### config.mk
export PLATFORM = sky130hd
export DESIGN_NAME = multiplier_controller
export DESIGN_NICKNAME = d
export VERILOG_FILES = /design/src/rtl/multiplier_pkg.sv /design/src/rtl/multiplier_counter.sv /design/src/rtl/multiplier_controller.sv
export SDC_FILE = /design/constraint.sdc
export NUM_CORES = 1
export LEC_CHECK = 0
export BUFFER_PORTS_ARGS = -buffer_cell sky130_fd_sc_hd__buf_2
export CORE_AREA = 2 2 39 41
export DETAILED_ROUTE_END_ITERATION = 8
export DIE_AREA = 0 0 41 43
export GPL_TIMING_DRIVEN = 0
export HOLD_SLACK_MARGIN = 0.02
export SYNTH_ARGS = -nofsm -noshare
export SYNTH_HDL_FRONTEND = slang
export SYNTH_SLANG_ARGS = --single-unit
export TNS_END_PERCENT = 100
### constraint.sdc
create_clock -name clock -period 2 [get_ports clock]
set_clock_uncertainty 0.15 [all_clocks]
set_input_delay 0.1 -clock clock [delete_from_list [all_inputs] [get_ports clock]]
set_output_delay 0.1 -clock clock [all_outputs]
set_load 0.02 [all_outputs]
### src/rtl/multiplier_pkg.sv
// Shared types and helpers for the shift-add multiplier controller.
// The optional early-exit behaviour is enabled with MULTIPLIER_EARLY_EXIT_EN.
package multiplier_pkg;

    typedef enum logic [1:0] {
        IDLE = 2'd0,
        STEP = 2'd1,
        DONE = 2'd2
    } state_t;

    // Iteration counter width; a single bit still suffices for N = 2.
    function automatic int cnt_width(input int n);
        return (n < 2) ? 1 : $clog2(n);
    endfunction

endpackage

### src/rtl/multiplier_counter.sv
// Iteration down-counter: preset to N-1 on accept, decremented once per STEP cycle.
module multiplier_counter
    import multiplier_pkg::*;
#(
    parameter int N = 4
) (
    input  logic clock,
    input  logic reset_n,
    input  logic do_preset,
    input  logic do_decrement,
    output logic is_zero
);

    localparam int CW = cnt_width(N);

    logic [CW-1:0] count_q;
    logic [CW-1:0] count_d;

    // Next count: preset has priority, otherwise decrement or hold.
    always_comb begin
        count_d = count_q;
        if (do_preset) begin
            count_d = CW'(N - 1);
        end else if (do_decrement) begin
            count_d = count_q - CW'(1);
        end else begin
            count_d = count_q;
        end
    end

    // Count register.
    always_ff @(posedge clock or negedge reset_n) begin
        if (!reset_n) begin
            count_q <= {CW{1'b0}};
        end else begin
            count_q <= count_d;
        end
    end

    assign is_zero = (count_q == {CW{1'b0}});

endmodule

### src/rtl/multiplier_controller.sv
// Sequencing FSM for the iterative shift-add multiplier datapath.
// Define MULTIPLIER_EARLY_EXIT_EN to leave STEP as soon as the multiplier reaches zero.
module multiplier_controller
    import multiplier_pkg::*;
#(
    parameter int N = 4
) (
    input  logic clock,
    input  logic reset_n,
    input  logic in_valid,
    output logic in_ready,
    output logic out_valid,
    input  logic out_ready,
    input  logic flush,
    output logic busy,
    output logic dp_load,
    output logic dp_add,
    output logic dp_shift,
    input  logic mplier_lsb,
    input  logic mplier_is_zero
);

    state_t state_q;
    state_t state_d;
    logic   cnt_zero_s;
    logic   do_preset_s;
    logic   do_decrement_s;
    logic   early_zero_s;

`ifdef MULTIPLIER_EARLY_EXIT_EN
    assign early_zero_s = mplier_is_zero;
`else
    logic unused_mplier_is_zero_s;
    assign unused_mplier_is_zero_s = mplier_is_zero;
    assign early_zero_s            = 1'b0;
`endif

    multiplier_counter #(
        .N (N)
    ) u_counter (
        .clock        (clock),
        .reset_n      (reset_n),
        .do_preset    (do_preset_s),
        .do_decrement (do_decrement_s),
        .is_zero      (cnt_zero_s)
    );

    // State register.
    always_ff @(posedge clock or negedge reset_n) begin
        if (!reset_n) begin
            state_q <= IDLE;
        end else begin
            state_q <= state_d;
        end
    end

    // Next-state logic; flush overrides every transition.
    always_comb begin
        state_d = state_q;
        if (flush) begin
            state_d = IDLE;
        end else begin
            case (state_q)
                IDLE: begin
                    if (in_valid) state_d = STEP;
                    else          state_d = IDLE;
                end
                STEP: begin
                    if (early_zero_s || cnt_zero_s) state_d = DONE;
                    else                            state_d = STEP;
                end
                DONE: begin
                    if (out_ready) state_d = IDLE;
                    else           state_d = DONE;
                end
                default: state_d = IDLE;
            endcase
        end
    end

    // Mealy outputs and counter controls; the flush cycle issues nothing.
    always_comb begin
        in_ready       = 1'b0;
        out_valid      = 1'b0;
        busy           = 1'b0;
        dp_load        = 1'b0;
        dp_add         = 1'b0;
        dp_shift       = 1'b0;
        do_preset_s    = 1'b0;
        do_decrement_s = 1'b0;
        case (state_q)
            IDLE: begin
                in_ready    = ~flush;
                dp_load     = in_valid & ~flush;
                do_preset_s = in_valid & ~flush;
            end
            STEP: begin
                busy = 1'b1;
                if (!flush && !early_zero_s) begin
                    dp_shift       = 1'b1;
                    dp_add         = mplier_lsb;
                    do_decrement_s = ~cnt_zero_s;
                end else begin
                    dp_shift       = 1'b0;
                    dp_add         = 1'b0;
                    do_decrement_s = 1'b0;
                end
            end
            DONE: begin
                busy      = 1'b1;
                out_valid = ~flush;
            end
            default: begin
                busy = 1'b0;
            end
        endcase
    end

endmodule

==> reports/results.tsv <==
stage	metric	value	unit
route	final wirelength	491	um
pwr	Clock Power Share	28.3	%
critical_path	WP buf/inv	3	
route	DRC violations left	0	
sta	Worst-Margin Slew	0.162	ns
clock_network	CTS root buf	clkbuf_4	
final_layout	antenna cell count	0	
clock_network	TritonCTS buffer count	3	
critical_path	crit path max fanout	4	
critical_path	Startpoint Class	register	
logic_synthesis	syn_nets	40	
logic_synthesis	Post-Synth Adder-Cell Area	22.1	%
logic_synthesis	number of synthesized register bits	4	
clock_network	H-Tree Level Count	1	
floorplanning	initial core utilization	20.4	%
pwr	pwr dens	851	nW/um^2
critical_path	Slowest cell on crit path	dfrtp_1	
global_route	first-pass GRT wire length	752	um
critical_path	slowest stage delay, CP	0.38	ns
pwr	P_int	235	uW
floorplanning	I/O pins	13	
global_route	antenna violations before repair	0	
logic_synthesis	main combinational cell family by area after synthesis	adder cells	
final_layout	Filler cells	158	
floorplanning	Die Width	41	um
global_route	largest net degree at the start of global routing	5	
floorplanning	Core Area	1380	sq um
critical_path	crit path cell chain	inv_1 > ha_1 > and2b_2 > nand2_1 > inv_1 > buf_2	
final_layout	Area growth, synth to finish	41.6	%
route	Pre-antenna DRT Iters	4	
critical_path	Worst setup EP type	primary output	
logic_synthesis	Synth Area in Simple Gates	21.7	%
pwr	Leak Pwr	0.240	nW
critical_path	Crit Path Class	register to primary output	
logic_synthesis	Post-Syn Instances	28	
sta	Tcrit/Tclk final	82.8	%
logic_synthesis	Synth warnings	0	
final_layout	Final Util	28.9	%
route	Initial DRC Count	1	
final_layout	share of cells above drive strength 1	45.5	%
sta	Final setup viols	0	
floorplanning	die span in y	43	um
pwr	Max IR drop VDD	0.236	mV
place	gpl congestion	0.630	
logic_synthesis	sequential share of the synthesized area	35.4	%
hold_path	Tightest Hold Check Type	input port to asynchronous set/reset pin	
logic_synthesis	share of the synthesized area in the top cell type	35.4	%
clock_network	Skew-Pair Late Insertion Delay	0.23	ns
clock_network	CTS tree	yes	
pwr	Combinational Power Share	39.3	%
logic_synthesis	multiplexer share of the synthesized area	5.31	%
final_layout	final net count	58	
clock_network	clk slew on worst S/H paths	0.04	ns
sta	Final Hold Violating Endpoints	0	
logic_synthesis	top post-synthesis cells by area	dfrtp_1, ha_1, and2b_2	
route	DR WL/cell	8.18	um
floorplanning	die area	1760	sq um
final_layout	FF+latch area	100	sq um
critical_path	delay-heaviest family, CP	flip-flops	
place	Port-buffer cells	11	
pwr	sequential power share	32.4	%
route	vias	220	
global_route	overall routing resource usage	7.06	%
logic_synthesis	xor/xnor share of the synthesized area	3.10	%
status	status	finished, final reports clean	
clock_network	largest buffer count on any clock path	2	
logic_synthesis	Netlist cell types	13	
critical_path	CP arrival	1.41	ns
clock_network	Gates resized, CTS repair	0	
sta	post-route minimum period	1.66	ns
final_layout	multi-input logic area	160	sq um
logic_synthesis	leading area contributor after synthesis	dfrtp_1	
global_route	gr ovfl total	0	
critical_path	most used cell, CP	inv_1	
route	antenna viol nets, final	0	
floorplanning	Rows	14	
sta	Slew headroom	89.2	%
critical_path	data required time at the worst endpoint	1.75	ns
sta	RSZ-0062 raised after global routing	false	
flow_run	max_cap viols	0	
logic_synthesis	Syn Area/Cell	10.1	sq um
logic_synthesis	Mapped Area	283	sq um
sta	Slew Viols, Final	0	
logic_synthesis	compound-cell area share of the yosys netlist	4.42	%
sta	fmax	0.604	GHz
clock_network	Clock Sinks	4	
global_route	vias in the first global route	211	
sta	post-route setup TNS	0	ns
pwr	sw power	106	uW
route	Vias/cell	3.67	
pwr	sw frac	31.2	%
[power by group through the flow]
stage	clock network [mW]	logic, mW	registers (mW)
global route	0.104	0.152	0.113
finish	0.0964	0.134	0.110
CTS	0.105	0.137	0.110
floorplan	0	0.104	0.109
global placement	0	0.131	0.111
detailed placement	0	0.134	0.112
[cell usage in the layout (no fill, tap or decap)]
| master | Yosys | layout |
|---|---|---|
| inv_1 | 6 | 6 |
| and2_1 | 1 | 1 |
| nand2_2 | 1 | 1 |
| ha_1 | 5 | 5 |
| xnor2_1 | 1 | 1 |
| and2b_2 | 3 | 3 |
| mux2_4 | 1 | 1 |
| a22oi_1 | 1 | 1 |
| dfrtp_1 | 4 | 4 |
| nand2_1 | 2 | 2 |
| buf_2 | 0 | 11 |
| clkbuf_4 | 0 | 3 |
| or3b_4 | 1 | 1 |
| a21oi_1 | 1 | 1 |
| nor2_1 | 1 | 1 |
| dlygate4sd3_1 | 0 | 2 |
[timing repair]
action	CTS	global route
hold endpoints to repair	5	0
buffers inserted	0	0
hold buffers	2	0
[per-stage QoR]
step | total power [mW] | area [sq um] | hold WS, ns | cells | setup WS, ns
final | 0.341 | 400 | 0.0430 | 60 | 0.344
after global routing | 0.369 | 400 | 0.0741 | 60 | 0.261
after CTS | 0.352 | 400 | 0.0353 | 60 | 0.313
after detailed placement | 0.246 | 358 | -0.241 | 55 | 0.375
after global placement | 0.241 | 358 | -0.243 | 55 | 0.401
after floorplan | 0.214 | 283 | -0.346 | 28 | 0.455
[metal layers]
layer | vias up | GRT usage (%) | wire, um
met1 | 92 | 8.50 | 208
met3 | 0 | 1.57 | 50
li1 | 118 | - | -
met5 | - | 0 | 0
met4 | 0 | 8.00 | 0
met2 | 10 | 9.06 | 232
[Yosys cell counts (all sizes together)]
library cell  count
nor2              1
or3b              1
inv               6
nand2             3
and2              1
a22oi             1
a21oi             1
ha                5
and2b             3
xnor2             1
dfrtp             4
mux2              1
[kinds of logic (layout without fill, tap and decap cells)]
family	count (synthesis)	count (layout)
adder cells (fa/ha/maj)	5	5
buffers and inverters	6	22
multiplexers	1	1
flip-flops	4	4
XOR/XNOR	1	1
AND/OR/NAND/NOR	9	9
AO/OA/AOI/OAI	2	2
[area by class of cell]
class                   instances  share of cell area, %
clock buffers                   3                   5.62
well taps                      16                   5.00
inverters                       6                   5.62
multi-input cells              18                   40.0
repair buffers                 13                   18.8
flip-flops and latches          4                   25.0
[final timing paths]
check,from,to,slack [ns],depth (start not counted)
setup / recovery,state_q[0],dp_load,0.34,6
hold / removal,reset_n,state_q[0],0.04,2
setup reg to reg,state_q[1],u_counter.count_q[1],0.39,5
hold reg to reg,u_counter.count_q[0],u_counter.count_q[0],0.43,3
max in group asynchronous,reset_n,u_counter.count_q[1],1.54,2
min in group clock,out_ready,state_q[1],0.06,4
[flip-flops by register name, indices dropped and copies added (netlist names)]
| register | count |
|---|---|
| state_q | 2 |
| u_counter.count_q | 2 |
No activity file was read; power rests on OpenSTA's default activity.
